## src/rtl/mmio_timer_responder.sv

```systemverilog
// mmio_timer_responder: memory-mapped timer that sits on the CPU data-memory
// port beside the data SRAM. It uses SRAM-style signalling and returns read
// data one cycle after the access. It provides a prescaled 32-bit up-counter,
// a compare match, optional auto-reload and a level interrupt.
module mmio_timer_responder #(
    parameter logic [31:0] ID_VALUE     = 32'h544D_5231,
    parameter logic [15:0] PRESCALE_RST = 16'd0
) (
    input  logic        clk,
    input  logic        rst,
    input  logic        i_CS,
    input  logic        i_OE,
    input  logic [3:0]  i_WEB,
    input  logic [13:0] i_A,
    input  logic [31:0] i_DI,
    output logic [31:0] o_DO,
    output logic        o_irq
);

    // Word offsets. Only A[2:0] are decoded, so every 8 words alias.
    typedef enum logic [2:0] {
        REG_CTRL     = 3'd0,
        REG_PRESCALE = 3'd1,
        REG_COUNT    = 3'd2,
        REG_COMPARE  = 3'd3,
        REG_STATUS   = 3'd4,
        REG_ID       = 3'd5,
        REG_RSVD6    = 3'd6,
        REG_RSVD7    = 3'd7
    } reg_sel_t;

    // Architectural state. ctrl = {IRQ_EN, AUTO_RELOAD, EN}.
    logic [2:0]  ctrl;
    logic [15:0] prescale;
    logic [15:0] pcnt;
    logic [31:0] count;
    logic [31:0] compare;
    logic        match;

    // Next-state values
    logic [2:0]  ctrl_d;
    logic [15:0] prescale_d;
    logic [15:0] pcnt_d;
    logic [31:0] count_d;
    logic [31:0] compare_d;
    logic        match_d;

    // Access decode and datapath helpers
    reg_sel_t    sel;
    logic        wr_en;
    logic        rd_en;
    logic [31:0] wmask;
    logic        tick;
    logic        hit;
    logic [31:0] count_ticked;
    logic [31:0] count_base;
    logic [31:0] rdata;

    // The upper address bits only alias. They are gathered here so that it is
    // obvious they are ignored on purpose.
    logic unused_addr_bits;
    assign unused_addr_bits = ^i_A[13:3];

    // Replace the bytes selected by mask with new_val and keep the rest of old.
    function automatic logic [31:0] merge_lanes(input logic [31:0] old,
                                                input logic [31:0] mask,
                                                input logic [31:0] new_val);
        return (old & ~mask) | (new_val & mask);
    endfunction

    assign sel   = reg_sel_t'(i_A[2:0]);
    assign wr_en = i_CS && (i_WEB != 4'b1111);
    assign rd_en = i_CS && i_OE && (i_WEB == 4'b1111);
    assign wmask = {{8{~i_WEB[3]}}, {8{~i_WEB[2]}}, {8{~i_WEB[1]}}, {8{~i_WEB[0]}}};

    // A tick is a prescaler rollover. Compares use the pre-write COUNT and
    // COMPARE of this cycle.
    assign tick         = ctrl[0] && (pcnt == prescale);
    assign hit          = (count == compare);
    assign count_ticked = (hit && ctrl[1]) ? 32'd0 : count + 32'd1;
    assign count_base   = tick ? count_ticked : count;

    // Next-state logic: the tick result first, then CPU writes layered on top.
    // NOTE: every variable gets a default at the top of an always_comb; a path
    // that leaves one unassigned infers a latch.
    always_comb begin
        ctrl_d     = ctrl;
        prescale_d = prescale;
        compare_d  = compare;
        count_d    = count_base;
        match_d    = match;
        pcnt_d     = '0;
        if (ctrl[0]) begin
            pcnt_d = tick ? 16'd0 : pcnt + 16'd1;
        end

        if (wr_en) begin
            case (sel)
                REG_CTRL: begin
                    ctrl_d = i_WEB[0] ? ctrl : i_DI[2:0];
                    pcnt_d = '0;
                end
                REG_PRESCALE: begin
                    prescale_d = {i_WEB[1] ? prescale[15:8] : i_DI[15:8],
                                  i_WEB[0] ? prescale[7:0]  : i_DI[7:0]};
                    pcnt_d     = '0;
                end
                // The written bytes beat a tick. The other bytes keep the tick result.
                REG_COUNT:   count_d   = merge_lanes(count_base, wmask, i_DI);
                REG_COMPARE: compare_d = merge_lanes(compare, wmask, i_DI);
                REG_STATUS: begin
                    if (!i_WEB[0] && i_DI[0]) begin
                        match_d = 1'b0;
                    end
                end
                default: ;
            endcase
        end

        // A match on this tick beats a W1C clear in the same cycle.
        if (tick && hit) begin
            match_d = 1'b1;
        end
    end

    // Read mux: register values as they stand before the current edge.
    always_comb begin
        rdata = '0;
        case (sel)
            REG_CTRL:     rdata = {29'd0, ctrl};
            REG_PRESCALE: rdata = {16'd0, prescale};
            REG_COUNT:    rdata = count;
            REG_COMPARE:  rdata = compare;
            REG_STATUS:   rdata = {31'd0, match};
            REG_ID:       rdata = ID_VALUE;
            default:      rdata = '0;
        endcase
    end

    // State registers and registered read data. Reset beats any access or tick.
    // NOTE: sequential state uses non-blocking assignments only. This way every
    // flop samples the values that stood before the edge.
    always_ff @(posedge clk) begin
        if (rst) begin
            ctrl     <= '0;
            prescale <= PRESCALE_RST;
            pcnt     <= '0;
            count    <= '0;
            compare  <= 32'hFFFF_FFFF;
            match    <= 1'b0;
            o_DO     <= '0;
        end else begin
            ctrl     <= ctrl_d;
            prescale <= prescale_d;
            pcnt     <= pcnt_d;
            count    <= count_d;
            compare  <= compare_d;
            match    <= match_d;
            if (rd_en) begin
                o_DO <= rdata;
            end
        end
    end

    assign o_irq = match && ctrl[2];

endmodule

```

## config.mk

```make
export PLATFORM = sky130hd
export DESIGN_NAME = mmio_timer_responder
export DESIGN_NICKNAME = d
export VERILOG_FILES = /design/src/rtl/mmio_timer_responder.sv
export SDC_FILE = /design/constraint.sdc
export NUM_CORES = 1
export LEC_CHECK = 0
export ABC_AREA = 1
export BUFFER_PORTS_ARGS = -buffer_cell sky130_fd_sc_hd__buf_2
export CAP_MARGIN = 15
export CORE_MARGIN = 2
export CORE_UTILIZATION = 59
export DETAILED_ROUTE_END_ITERATION = 8
export GPL_ROUTABILITY_DRIVEN = 0
export PLACE_DENSITY = 0.85
export RECOVER_POWER = 25
export SLEW_MARGIN = 30
export SYNTH_ARGS = -nofsm -noshare
export SYNTH_HDL_FRONTEND = slang
export SYNTH_SLANG_ARGS = --single-unit
```

## constraint.sdc

```tcl
create_clock -name clk -period 2.46 [get_ports clk]
set_clock_uncertainty 0.1 [all_clocks]
set_input_delay 0.123 -clock clk [delete_from_list [all_inputs] [get_ports clk]]
set_output_delay 0.123 -clock clk [all_outputs]
set_load 0.1 [all_outputs]
```

==> qor.csv <==
stage,metric,value,unit
die,die area,12900,sq um
sta,worst setup margin,169,ps
power,total power,5.05,mW
clock_network,clock sink count,132,
global_route,vias in the first global route,7170,
clock_network,"Reg clk slew, reported paths",60,ps
final_layout,Finished Layout Cells,1322,
critical_path,Worst setup EP type,register,
clock_network,Clock Latency Late Sink,420,ps
final_layout,# diodes,0,
sta,Achievable Freq,437,MHz
run_status,status,finished clean,
critical_path,crit path DAT,2450,ps
sta,# setup viols final,0,
routing,DRT iter0 DRCs,1007,
die,Vert. Die Dim,114,microns
yosys,asr flop ratio synth,0,%
routing,DRC,0,
yosys,Mean Syn Cell Area,6.75,sq um
global_route,pin count of the biggest net entering global routing,86,
clock_network,Max H-tree Level,4,
yosys,main flop type after synthesis,dfxtp_1,
global_route,GRT Util Overall,34.0,%
yosys,YS warnings,0,
critical_path,Worst R2R Path Depth,11,
routing,DR vias/cell,5.72,
final_layout,fillers,985,
routing,WL per Instance,16.4,microns
global_route,first-pass GRT wire length,34.9,mm
sta,TNS Setup,0,ps
final_layout,final net count,1218,
final_layout,"Core Util, Final",71.8,%
yosys,Post-synth EDFFs,0,
final_layout,P&R area growth vs syn,20.3,%
die,Core Box Area,11900,sq um
die,DIE WIDTH,114,microns
yosys,"Cell Area, Synth",7080,sq um
sta,period utilization,93.1,%
routing,Vias,7558,
clock_network,CTS tree,built,
yosys,Syn Nets,1105,
critical_path,critical path type,reg2reg,
critical_path,r2r startpoint,count[1],
hold_path,worst hold path class,in2reg,
placed_design,DP Area,7620,sq um
clock_network,clock root buffer,clkbuf_16,
sta,RSZ-0062 raised after global routing,false,
critical_path,cell mode on critical path,nand2_1,
hold_path,Hold Path Stages,3,
final_layout,Finished Cell Area,8510,sq um
critical_path,CP peak stage delay,420,ps
flow_run,maxcap violations,0,
die,initial cell density of the core,59.7,%
hold_path,worst min-delay path endpoint,o_DO[0],
sta,crit path time final,2290,ps
critical_path,Startpoint Class,register,
placed_design,# port buffers,75,
yosys,"Distinct cells, synth",39,
global_route,antenna violations before repair,0,
placed_design,pre-CTS WS,232,ps
die,FP Rows,40,
yosys,Mapped Cells,1049,
critical_path,R2R setup slack,170,ps
sta,relative slew slack,18.2,%
clock_network,Setup Buffers After CTS,0,
sta,Worst-Margin Slew,1230,ps
critical_path,Slowest cell on crit path,dfxtp_1,
final_layout,FF+latch area,2640,sq um
power,pwr/cell area,593,nW/um^2
yosys,Synth Register Bits,132,
sta,Max Slew Vio Count,0,
sta,WHS,13.1,ps
placed_design,placed insts,1255,
final_layout,fraction of layout cells with a size suffix above 1,11.5,%
critical_path,WP data required,2620,ps
power,Pleak,3.47,nW
critical_path,capturing point of the worst reg2reg path,count[18],
routing,post-route ant nets,0,
routing,Initial DRT Pass Iterations,6,
routing,WL final,21.7,mm
global_route,GRT overflow,0,
power,worst vdd ir,454,uV
clock_network,CTS max path bufs,2,
critical_path,worst-path maximum fanout,6,
sta,"Hold Violations, Final",0,
die,IO Pins,87,
critical_path,worst path cell trace,ha_1 -> nand3_1 -> inv_1 -> nand2_1 -> nor2_1 -> nand3_1 -> nor2_1 -> nand2_1 -> xor2_1 -> nand2_1 -> a21oi_1,
placed_design,DP Wirelength,15.0,mm
clock_network,Inserted Clock Buffers,17,
yosys,post-synthesis sequential area ratio,37.3,%
final_layout,area of the multi-input gates,3790,sq um
hold_path,HP Start,i_A[2],
-- placed cells by master, fill, tap and decap left out, drive strengths merged, types with 3 or more instances in the layout --
cell	synthesis	layout
nor3	19	19
o22ai	18	18
xor2	44	44
nand4	17	17
nand2	273	273
o221ai	6	6
a22oi	4	4
buf	13	61
clkinv	0	5
dfxtp	132	132
nor2	115	115
nor3b	3	3
o21ai	79	79
dlygate4sd3	0	35
inv	130	130
nor4	4	4
a21oi	106	106
nand3	46	46
o211ai	5	5
clkbuf	23	57
-- cell usage after synthesis (5+ instances only) --
master | n | area share [%]
a21oi_1 | 106 | 7.5
buf_2 | 9 | 0.64
clkbuf_1 | 23 | 1.2
dfxtp_1 | 132 | 37
inv_1 | 121 | 6.4
inv_2 | 9 | 0.48
nand2_1 | 270 | 14
nand3_1 | 45 | 3.2
nand4_1 | 16 | 1.4
nor2_1 | 100 | 5.3
nor2_2 | 8 | 0.71
nor2_4 | 7 | 1.1
nor3_1 | 9 | 0.64
nor3_4 | 6 | 1.4
o211ai_1 | 5 | 0.53
o21ai_0 | 78 | 5.5
o221ai_1 | 6 | 0.74
o22ai_1 | 18 | 1.6
xor2_1 | 44 | 5.4
-- critical path: cells and delay by family, from the launching register on --
kind	cells	cell delay, ps
buffers and inverters	1	90
DFF	1	420
AOI/OAI and AO/OA	1	60
xor gates and xnor gates	1	160
and+or+nand+nor	7	1110
adders and majority gates	1	200
-- cells by family (layout without fill, tap and decap cells) --
family	after synthesis	count (layout)	share of synthesized area, %
simple gates	479	479	30.2
compound gates	224	224	17.0
buf+inv	166	292	9.33
flops	132	132	37.3
xor+xnor	46	46	5.80
fa+ha+maj	2	2	0.353
-- area by class of cell --
cell class                      count  share of cell area, %
Inverter                          130                   5.73
Tap cell                          147                   2.16
Timing Repair Buffer              130                   9.82
Sequential cell                   132                   31.0
Clock inverter                      9                   1.22
Clock buffer                       23                   5.50
Multi-Input combinational cell    751                   44.5
-- where the power goes --
part	total, mW	leakage (nW)	internal, mW	switching (mW)
Sequential	2.19	1.07	2.17	0.0256
Combinational	0.377	2.12	0.136	0.241
Clock	2.48	0.277	1.54	0.942
Total	5.05	3.47	3.84	1.21
-- worst max-delay path by stage --
stage | depth (start not counted) | from | slack (ps) | endpoint
2_1_floorplan | 11 | count[1] | 610 | count[22]
3_3_place_gp | 13 | count[24] | 290 | count[25]
3_5_place_dp | 13 | count[24] | 230 | count[25]
4_1_cts | 13 | count[24] | 200 | count[25]
5_1_grt | 11 | count[1] | 3 | count[18]
6_report | 11 | count[1] | 170 | count[18]
-- timing repair --
action	in CTS	in global routing
endpoints found under the setup margin	0	22
endpoints found under the hold margin	80	0
gates resized for setup	0	5
hold buffers	35	0
-- layer usage --
layer	wire length, microns	global-route usage [%]	vias to the layer above
li1	-	-	3633
met1	8520	40.8	3473
met2	10400	57.9	355
met3	1520	6.22	97
met4	1240	18.5	0
met5	0	0	-
Note: power is estimated with default switching activity, not from simulation.
